`src/rtl/fetch_sequencer.sv`:
```
// Program-ROM fetch sequencer: owns the PC, registers each ROM word into a
// one-entry output stage and hands it to execute with a pre-decoded class.
module fetch_sequencer #(
   parameter int unsigned PROG_LEN = 7,
   parameter bit          WRAP     = 1'b0
) (
   input  logic        i_clk,
   input  logic        i_rst,
   input  logic        i_start,
   input  logic        i_pause,
   input  logic        i_jump,
   input  logic [15:0] i_jump_addr,
   output logic [15:0] o_rom_addr,
   input  logic [17:0] i_rom_data,
   output logic [17:0] o_instr,
   output logic [1:0]  o_class,
   output logic        o_valid,
   input  logic        i_ready,
   output logic [15:0] o_pc_out,
   output logic        o_done,
   output logic [15:0] o_count,
   output logic [1:0]  dbg_state
);

   localparam logic [1:0] ST_IDLE = 2'd0;
   localparam logic [1:0] ST_RUN  = 2'd1;
   localparam logic [1:0] ST_DONE = 2'd2;

   localparam logic [15:0] LEN  = 16'(PROG_LEN);
   localparam logic [15:0] LAST = 16'(PROG_LEN - 1);

   // Handshake: a word moves to execute in every cycle where o_valid and
   // i_ready are both high; o_valid never drops without an accept, a jump
   // flush or reset, and o_instr is stable while o_valid is high and unaccepted.

   logic [1:0]  state;
   logic [15:0] pc;
   logic        fetch;
   logic        accept;
   logic        jump_take;
   logic        pc_out_of_range;

   always_comb begin
      pc_out_of_range = (pc >= LEN);
      accept          = o_valid && i_ready;
      jump_take       = i_jump && ((state == ST_RUN) || (state == ST_DONE));
      fetch           = (state == ST_RUN) && !i_pause && !i_jump &&
                        !pc_out_of_range && (!o_valid || i_ready);
   end

   always_ff @(posedge i_clk) begin
      if (i_rst) begin
         state    <= ST_IDLE;
         pc       <= 16'd0;
         o_valid  <= 1'b0;
         o_instr  <= 18'd0;
         o_pc_out <= 16'd0;
         o_count  <= 16'd0;
      end else begin
         case (state)
            ST_IDLE: begin
               if (i_start) begin
                  state <= ST_RUN;
                  pc    <= 16'd0;
               end
            end
            ST_RUN: begin
               // An out-of-range PC (end of program or a jump past it) parks in
               // DONE; with WRAP set only a jump can produce one.
               if (!i_jump && pc_out_of_range) state <= ST_DONE;
            end
            ST_DONE: begin
               if (i_jump) state <= ST_RUN;
            end
            default: state <= ST_IDLE;
         endcase

         if (jump_take) begin
            pc <= i_jump_addr;
         end else if (fetch) begin
            pc <= (WRAP && (pc == LAST)) ? 16'd0 : pc + 16'd1;
         end

         // Jump flushes the held word even if it is being accepted this cycle.
         if (jump_take) begin
            o_valid <= 1'b0;
         end else if (fetch) begin
            o_valid  <= 1'b1;
            o_instr  <= i_rom_data;
            o_pc_out <= pc;
         end else if (accept) begin
            o_valid <= 1'b0;
         end

         if (accept && (o_count != 16'hFFFF)) o_count <= o_count + 16'd1;
      end
   end

   // Class bits are numbered MSB-first: bit 0 of the instruction is o_instr[17].
   always_comb begin
      o_class = 2'b01;
      if (o_instr[17:16] == 2'b00)       o_class = 2'b00;
      else if (o_instr[17:15] == 3'b110) o_class = 2'b10;
      else if (o_instr[17:15] == 3'b111) o_class = 2'b11;
   end

   assign o_rom_addr = pc;
   assign o_done     = (state == ST_DONE) && !o_valid;
   assign dbg_state  = state;

endmodule

```
`config.mk`:
```
export PLATFORM = sky130hd
export DESIGN_NAME = fetch_sequencer
export DESIGN_NICKNAME = d
export VERILOG_FILES = /design/src/rtl/fetch_sequencer.sv
export SDC_FILE = /design/constraint.sdc
export NUM_CORES = 1
export LEC_CHECK = 0
export CELL_PAD_IN_SITES_DETAIL_PLACEMENT = 1
export CELL_PAD_IN_SITES_GLOBAL_PLACEMENT = 2
export CORE_UTILIZATION = 24
export DETAILED_ROUTE_END_ITERATION = 16
export GPL_TIMING_DRIVEN = 0
export PLACE_DENSITY = 0.78
export SLEW_MARGIN = 10
export SYNTH_ARGS = -nofsm -noshare
export SYNTH_HDL_FRONTEND = slang
export SYNTH_SLANG_ARGS = --single-unit
```
`constraint.sdc`:
```
create_clock -name i_clk -period 2.7 [get_ports i_clk]
set_clock_uncertainty 0.05 [all_clocks]
set_input_delay 0.27 -clock i_clk [delete_from_list [all_inputs] [get_ports i_clk]]
set_output_delay 0.27 -clock i_clk [all_outputs]
set_load 0.005 [all_outputs]
```
# Word-level counts from Yosys, hierarchy flattened
# Index checks and enable logic that the tools add are counted.
[word_totals]
output_inout_bits = 72
regBits = 69
latch_bits = 0
rom_bits = 0
n_memories = 0
ramBits = 0
[classes]
addsub = 2
multipliers = 0
eq_ne = 8
shift = 0
mux = 13
n_lt_le_gt_ge = 1
n_bitwise = 1
reduce_logical = 24
div_mod_pow = 0
[ops]
columns = ["op", "n"]
rows = [
  ["2-to-1 mux 16 bit", 4],
  ["adder 16 x 1 -> 16 bit (second input constant)", 2],
  [">= comparator 16 x 3 -> 1 bit (second input constant)", 1],
  ["inequality test 16 bit (second input constant)", 1],
  ["2-to-1 mux 2 bit", 6],
  ["logical AND 1 bit", 9],
  ["equality test 3 bit (second input constant)", 2],
  ["one-hot mux 2 bit (3 select lines)", 1],
  ["nonzero test 3 bit", 2],
  ["zero test 1 bit", 4],
  ["zero test 2 bit", 2],
  ["inequality test 2 bit (second input constant)", 2],
  ["AND reduction 2 bit", 2],
  ["AND reduction 3 bit", 1],
  ["equality test 2 x 1 -> 1 bit (second input constant)", 1],
  ["equality test 2 bit (second input constant)", 1],
  ["logical OR 1 bit", 2],
  ["2-to-1 mux 1 bit", 2],
  ["inequality test 2 x 1 -> 1 bit (second input constant)", 1],
  ["nonzero test 2 bit", 1],
  ["OR reduction 2 bit", 1],
  ["NOT 1 bit", 1],
]

# Depth between registers and ports, before layout
# Gate-level depths: netlist (run 1).
[logic_depth]
ltp_word = 7
depth_mapped = 9
mapped_depth_nobuf = 7

# Worst setup path before layout (run 1)
# Ideal clock, no wire load.
[synth_timing]
kind = "reg-to-reg"
start = "register pc[8], in the netlist o_rom_addr[8]"
end = "register pc[1], in the netlist o_rom_addr[1]"
path_stages_with_launch = 7
n_path_buf = 1
arrival_ns = 1.968
required_time_ns = 2.519
path_slack_ns = 0.551
path_cell_list = "dfxtp_1 > or4_1 > or4_4 > or2_1 > buf_6 > a211oi_2 > nor3_1"
[synth_via]
elab_chain_len = 6
word_cells_on_any_way = 9
cone_classes = "order compare: 1; mux: 2; reduce/logical: 6"
[synth_lines]
columns = ["element", "line", "text"]
rows = [
  ["from (decl)", "37", "logic [15:0] pc;"],
  ["from (signal assigned)", "79", "pc <= i_jump_addr;"],
  ["from (signal assigned)", "81", "pc <= (WRAP && (pc == LAST)) ? 16'd0 : pc + 16'd1;"],
  [">= comparator 16 x 3 -> 1 bit (*)", "44", "pc_out_of_range = (pc >= LEN);"],
  ["zero test 1 bit (*)", "48", "!pc_out_of_range && (!o_valid || i_ready);"],
  ["logical AND 1 bit (*)", "47", "fetch = (state == ST_RUN) && !i_pause && !i_jump &&"],
  ["logical AND 1 bit (*)", "48", ""],
  ["nonzero test 3 bit (no source line) / 2-to-1 mux 16 bit (equally long branches)", "n/a", ""],
  ["AND reduction 2 bit (no source line) / 2-to-1 mux 16 bit (equally long branches)", "n/a", ""],
]
# Mark *: on every way between the ends. The rest lies on a longest branch, timed or not.
# A chain may end at the register's enable or synchronous reset.

# Worst setup path after layout (run 1)
[layout_timing]
start = "register pc[8], in the netlist o_rom_addr[8]"
end = "register o_pc_out[14]"
[layout_via]
elab_chain_len = 5
[layout_lines]
columns = ["element", "line", "text"]
rows = [
  [">= comparator 16 x 3 -> 1 bit", "44", ""],
  ["zero test 1 bit", "48", ""],
  ["logical AND 1 bit", "47", ""],
  ["logical AND 1 bit", "48", ""],
  ["AND reduction 2 bit (no source line)", "n/a", ""],
  ["to (signal assigned)", "90", "o_pc_out <= pc;"],
  ["to (decl)", "19", "output logic [15:0] o_pc_out,"],
]
# No other way between the ends.

==> run_results.csv, run 1 <==
group,metric,value,unit
run_status,status,"completed",
floorplan,boundaryPins,112,
logic_synthesis,synth_xor_xnor_area_share,0.0407,
clocking,clk_pin_slew,0.06,ns
timing,max_freq,422,MHz
finish,mostFrequentLayoutCell,"sky130_fd_sc_hd__clkdlybuf4s50_1",
timing,rsz0062_at_grt,"false",
clocking,clock_path_buffers,2,
routing,antenna_violating_nets_post_route,0,
timing,finalHoldViolCount,0,
worst_setup_path,crit_path_start_kind,"flop",
logic_synthesis,dominant_combinational_cell_family_by_area_after_synthesis,"simple AND/OR/NAND/NOR gates",
worst_setup_path,cp.arrival,2.54,ns
placement,hpwl_after_detailed_placement,6.54,mm
timing,final-setup-viol-count,0,
logic_synthesis,ys_seq_elements,69,
power,cellLeakagePower,1.53,nW
clocking,clk-insertion-delay-late,0.33,ns
routing,vias_per_cell,4.56,
clocking,cts_made_buffers,9,
logic_synthesis,synth_simple_gate_area_share,0.264,
placement,port_buffers,111,
power,clkPwrFrac,0.395,
power,share_seq_of_total_power,0.381,
finish,sequential_cell_area,0.00138,mm^2
floorplan,floorplan.core_area,0.0114,mm^2
power,pwr-share-comb,0.224,
floorplan,start_util,0.246,
floorplan,die_w,110,um
logic_synthesis,ys_seq_area_frac,0.494,
worst_setup_path,worst_ep_required_time,2.87,ns
global_route,grt-ovfl-total,0,
timing,max-slew-margin-rel,0.613,
logic_synthesis,synth-edff-count,0,
finish,layout-drive-gt1-share,0.0629,
finish,multiInputGateArea,0.00132,mm^2
clocking,htreeDepth,3,
placement,placed_instance_area,0.00409,mm^2
logic_synthesis,dominantRegCellSynth,"sky130_fd_sc_hd__dfxtp_1",
timing,timing.final.crit_share,0.878,
global_route,grt_util_all_layers,0.152,
logic_synthesis,async_flop_share,0,
finish,final_cell_mix,"111 x sky130_fd_sc_hd__clkdlybuf4s50_1, 69 x sky130_fd_sc_hd__dfxtp_1, 54 x sky130_fd_sc_hd__nand2_1, 33 x sky130_fd_sc_hd__nor2_1, 29 x sky130_fd_sc_hd__a21oi_1",
worst_setup_path,maximum_fanout_count_along_the_critical_path,10,
floorplan,rows,39,
floorplan,total_die_area,0.0121,mm^2
clocking,cts.sinks,69,
logic_synthesis,post_synth.cell_area_avg,8.80,um^2
clocking,postCtsSetupRepairBufs,0,
clocking,cts_root_buffer,"sky130_fd_sc_hd__clkbuf_16",
timing,slew_viol_final,0,
routing,drt_pre_antenna_iters,4,
global_route,number_of_antenna_violations_at_the_first_check_in_global_routing,0,
routing,routedWlPerCell,14.9,um
logic_synthesis,synthCells,318,
logic_synthesis,compound_cell_area_share_of_the_yosys_netlist,0.127,
power,power_report.internal_total,0.00217,W
timing,fin_crit_period,2.37,ns
routing,remaining_drc_errors,0,
logic_synthesis,synth-warning-count,0,
global_route,wire_length_of_the_first_global_routing_pass,13.8,mm
power,irDropWorstVdd,0.251,mV
logic_synthesis,synth_top_area_share,0.494,
power,post-layout-total-power,0.00305,W
routing,finalWirelength,8.79,mm
routing,routed-via-count,2684,
logic_synthesis,largest_area_contributor_in_the_synthesized_netlist,"sky130_fd_sc_hd__dfxtp_1",
logic_synthesis,synth_cell_types,42,
power,power.net_switching,0.000877,W
job,maxCapViolations,0,
floorplan,die_h,110,um
routing,initialDrtViolationCount,93,
finish,final_cell_area,0.00440,mm^2
logic_synthesis,synth.net_count,365,
min_path,worstHoldPathType,"reg2reg",
timing,final.setup.tns,0,ns
finish,antenna_cells_inserted,0,
power,power_switching_share,0.287,
clocking,tritoncts,"built",
worst_setup_path,worst_setup_ep_type,"flop",
finish,num-nets-final,487,
finish,area_growth,57.2,%
logic_synthesis,mappedNetlistArea,0.00280,mm^2
global_route,grt_pass1_vias,2704,
timing,worst_slew_pin_slew,0.575,ns
logic_synthesis,synth_fa_ha_area_frac,0.0313,
finish,number_of_filler_cells_placed_in_the_layout,1367,
global_route,grt_start_max_net_pins,14,
worst_setup_path,crit_type,"reg2reg",
power,power_density,694,mW/mm^2
logic_synthesis,synth.area.top_cells,"sky130_fd_sc_hd__dfxtp_1 49%, sky130_fd_sc_hd__nand2_1 7.2%, sky130_fd_sc_hd__a21oi_1 5.4%",
placement,globalplace.congestion,0.769,
logic_synthesis,synth_mux_area_frac,0.00716,
[final timing paths]
check,startpoint,endpoint,slack [ns],depth (start not counted)
hold / removal,o_pc_out[2],o_pc_out[2],0.40,2
setup reg to reg,o_rom_addr[8],o_pc_out[14],0.33,6
hold reg to reg,o_pc_out[2],o_pc_out[2],0.40,2
setup / recovery,o_rom_addr[8],o_pc_out[14],0.33,6
[metrics by stage]
stage,hold slack [ns],instances,setup WS [ns],util
2_1_floorplan,0.352,318,0.551,-
3_3_place_gp,0.388,572,0.317,0.360
3_5_place_dp,0.395,572,0.256,0.360
4_1_cts,0.404,588,0.191,0.387
5_1_grt,0.420,588,0.112,0.387
6_report,0.401,588,0.330,0.387
[metal layers]
metal,global-route usage,vias to the layer above,share of wire
li1,-,1343,-
met1,0.191,1269,0.45
met2,0.253,63,0.49
met3,0.0320,9,0.052
met4,0.0571,0,0.013
met5,0,-,0
[synthesized netlist by cell type (all sizes together), types with 2 or more instances]
cell type  count
dfxtp         69
nor2          34
nor3           8
or4            2
nand4          7
nor3b          2
nand2         54
o21ai          8
a22oi         11
ha             7
nor4           4
nand4b         2
buf            6
inv            4
a21oi         30
xor2           4
and2          15
a21o           2
xnor2          9
clkbuf         9
and3           3
nand3          6
nor2b          4
mux2i          2
nor4b          2
or3            3
a221oi         2
[repair_timing]
item	CTS	global route
resized for setup	0	1
hold buffers	0	0
setup endpoints to repair	0	1
[critical path: stages (launching register included)]
cell                       delay (ns)
sky130_fd_sc_hd__dfxtp_1         0.32
sky130_fd_sc_hd__or4_1           0.58
sky130_fd_sc_hd__or4_4           0.54
sky130_fd_sc_hd__nor2_2          0.26
sky130_fd_sc_hd__nor2_1          0.12
sky130_fd_sc_hd__clkbuf_1        0.19
sky130_fd_sc_hd__and2_1          0.20
[kinds of logic (layout without fill, tap and decap cells)]
| kind of cell | Yosys count | count (layout) |
|---|---|---|
| muxes | 2 | 2 |
| buffers and inverters | 19 | 146 |
| adders and majority gates | 7 | 7 |
| AOI/OAI and AO/OA | 57 | 57 |
| xor gates and xnor gates | 13 | 13 |
| and+or+nand+nor | 151 | 151 |
| DFF | 69 | 69 |
[area by class of cell]
type	instances	area share
flip-flops and latches	69	0.314
multi-input cells	230	0.300
repair buffers	111	0.253
clock buffers	10	0.0543
well taps	143	0.0407
plain buffers	15	0.0196
clock inverters	6	0.0156
inverters	4	0.00341
[state kept, by name (all words and copies together) (netlist names)]
signal      flops
o_instr        18
o_count        16
dbg_state       2
o_valid         1
o_rom_addr     16
o_pc_out       16
[power groups by stage]
stage | Sequential, W | Combinational [W] | Clock (W)
global route | 0.00118 | 0.000757 | 0.00129
global placement | 0.00118 | 0.000670 | 0
floorplan | 0.00117 | 0.000349 | 0
detailed placement | 0.00118 | 0.000682 | 0
finish | 0.00116 | 0.000683 | 0.00121
CTS | 0.00116 | 0.000689 | 0.00124
Note: power is estimated with default switching activity, not from simulation.
==> run 2, diff against run 1 <==
- CTS_CLUSTER_SIZE: unset -> 10
- SLEW_MARGIN: 10 -> 20
==> results of run 2 <==
Same layout as run 1: the final DEF is identical, and so are final timing and power.
==> run 3, diff against run 2 <==
- HOLD_SLACK_MARGIN: unset -> 0.15
- clock period: 2.7 -> 2.5 ns (I/O delays scaled with it)
==> run 3 against run 2 <==
- combinational power increased by 8.9%
- routed wire length down 0.14%
- final cell count did not move
- fmax up 2.2%
- worst hold slack is essentially flat
- worst setup slack worse by 0.15 ns
- design area rose by 0.14%
- sequential cell count stayed put
- critical path depth rose by 1
- via count hardly changed
- first-iteration DRC count is 5.4% lower
- sequential power up 9%
==> run_results.csv, run 3 (synthesized netlist as in run 1, its figures left out) <==
group,metric,value,unit
run_status,status,"completed",
worst_setup_path,worstReg2RegStart,"o_rom_addr[8]",
finish,final_cell_mix,"111 x sky130_fd_sc_hd__clkdlybuf4s50_1, 69 x sky130_fd_sc_hd__dfxtp_1, 54 x sky130_fd_sc_hd__nand2_1, 33 x sky130_fd_sc_hd__nor2_1, 29 x sky130_fd_sc_hd__a21oi_1",
worst_setup_path,reg2reg_to,"o_pc_out[0]",
floorplan,rows,39,
routing,finalWirelength,8.78,mm
worst_setup_path,cp.arrival,2.46,ns
clocking,cts.sinks,69,
placement,hpwl_after_detailed_placement,6.54,mm
routing,remaining_drc_errors,0,
clocking,tritoncts,"built",
global_route,grt-ovfl-total,0,
timing,slew_viol_final,0,
routing,vias_per_cell,4.56,
worst_setup_path,crit_type,"reg2reg",
finish,final_cell_area,0.00441,mm^2
worst_setup_path,r2r_cells,7,
floorplan,floorplan.core_area,0.0114,mm^2
clocking,clk_pin_slew,0.06,ns
timing,rsz0062_at_grt,"false",
floorplan,start_util,0.246,
finish,number_of_filler_cells_placed_in_the_layout,1366,
global_route,grt_util_all_layers,0.152,
finish,largest_reg_flops,18,
min_path,worstHoldPathType,"reg2reg",
floorplan,total_die_area,0.0121,mm^2
routing,antenna_violating_nets_post_route,0,
floorplan,die_w,110,um
clocking,clock_path_buffers,2,
global_route,number_of_antenna_violations_at_the_first_check_in_global_routing,0,
finish,num-nets-final,487,
clocking,clk-insertion-delay-late,0.33,ns
finish,area_growth,57.5,%
floorplan,die_h,110,um
finish,utilization,0.387,
min_path,worstHoldEndpoint,"o_pc_out[2]",
timing,final.setup.tns,0,ns
min_path,hold_path.startpoint,"o_pc_out[2]",
timing,finalHoldViolCount,0,
power,cellLeakagePower,1.53,nW
finish,mostFrequentLayoutCell,"sky130_fd_sc_hd__clkdlybuf4s50_1",
finish,layout-drive-gt1-share,0.0652,
worst_setup_path,worst_setup_ep_type,"flop",
placement,port_buffers,111,
clocking,htreeDepth,3,
timing,fin_crit_period,2.32,ns
worst_setup_path,reg2reg_setup_slack,0.18,ns
clocking,hold_fix_buffer_count_after_cts,0,
worst_setup_path,maximum_fanout_count_along_the_critical_path,10,
global_route,wire_length_of_the_first_global_routing_pass,13.9,mm
finish,antenna_cells_inserted,0,
clocking,postCtsSetupRepairBufs,0,
floorplan,boundaryPins,112,
timing,timing.final.crit_share,0.928,
job,maxCapViolations,0,
min_path,worst_hold_path.num_cells,2,
routing,drt_pre_antenna_iters,4,
timing,max_freq,431,MHz
finish,largest-register,"o_instr",
clocking,cts_root_buffer,"sky130_fd_sc_hd__clkbuf_16",
timing,worst_slew_pin_slew,0.575,ns
timing,final-setup-viol-count,0,
global_route,grt_start_max_net_pins,14,
global_route,grt_pass1_vias,2710,
routing,initialDrtViolationCount,88,
routing,routedWlPerCell,14.9,um
worst_setup_path,crit_path_start_kind,"flop",
power,irDropWorstVdd,0.271,mV
routing,routed-via-count,2683,
placement,globalplace.congestion,0.769,
placement,placed_instance_area,0.00409,mm^2
power,power_density,749,mW/mm^2
worst_setup_path,worst_ep_required_time,2.64,ns
clocking,cts_made_buffers,9,
timing,max-slew-margin-rel,0.613,
[run 3: cell types whose count changed in the layout (fill, tap and decap cells not counted)]
cell / delta
sky130_fd_sc_hd__clkbuf_1: -1
sky130_fd_sc_hd__clkbuf_2: +1
sky130_fd_sc_hd__nor2_2: -1
sky130_fd_sc_hd__nor2_4: +1
[run 3: stage by stage]
step	hold slack, ns	setup WS (ns)	power [W]	instances
after floorplan	0.332	0.351	0.00164	318
after global placement	0.388	0.117	0.00200	572
after detailed placement	0.395	0.0565	0.00202	572
after CTS	0.404	0.0904	0.00335	588
after global routing	0.420	0.0300	0.00349	588
final	0.401	0.180	0.00330	588
[run 3: worst max-delay path by stage]
stage | from | endpoint | slack, ns | cells after the start
floorplan | o_rom_addr[8] | o_rom_addr[1] | 0.35 | 6
global placement | o_rom_addr[8] | o_pc_out[12] | 0.12 | 6
detailed placement | dbg_state[0] | o_rom_addr[7] | 0.06 | 7
CTS | o_rom_addr[8] | o_pc_out[14] | 0.09 | 6
global route | dbg_state[0] | o_rom_addr[7] | 0.03 | 8
finish | o_rom_addr[8] | o_pc_out[0] | 0.18 | 7
[run 3: layout make-up]
type	count	area (um^2)	area share
Sequential cell	69	1380	0.314
Clock buffer	10	239	0.0542
Buffer	15	87.6	0.0199
Timing Repair Buffer	111	1110	0.252
Tap cell	143	179	0.0406
Inverter	4	15.0	0.00341
Clock inverter	6	68.8	0.0156
Multi-Input combinational cell	230	1320	0.300
[run 3: critical path: stages, from the launching register on]
cell,delay (ns)
sky130_fd_sc_hd__dfxtp_1,0.32
sky130_fd_sc_hd__or4_1,0.58
sky130_fd_sc_hd__or4_4,0.55
sky130_fd_sc_hd__or2_1,0.26
sky130_fd_sc_hd__buf_6,0.14
sky130_fd_sc_hd__buf_6,0.13
sky130_fd_sc_hd__nand2_1,0.08
sky130_fd_sc_hd__a21oi_1,0.06
[run 3: report_power, final]
| group | leakage [nW] | total (W) | switching, W | internal [W] |
|---|---|---|---|---|
| registers | 0.557 | 0.00126 | 0.0000803 | 0.00117 |
| logic | 0.828 | 0.000744 | 0.000374 | 0.000370 |
| clock network | 0.149 | 0.00130 | 0.000494 | 0.000806 |
| total | 1.53 | 0.00330 | 0.000948 | 0.00235 |
[run 3: what timing repair did]
action                                  4_1_cts  5_1_grt
resized for setup                             1        3
cloned                                        0        0
endpoints found under the setup margin        1       19
hold endpoints to repair                      0        0
[run 3: routing by layer]
metal	vias to the layer above	wire, um	GRT usage
met5	-	0	0
met1	1268	3910	0.190
met3	9	452	0.0320
met4	0	108	0.0571
met2	63	4300	0.254
li1	1343	-	-
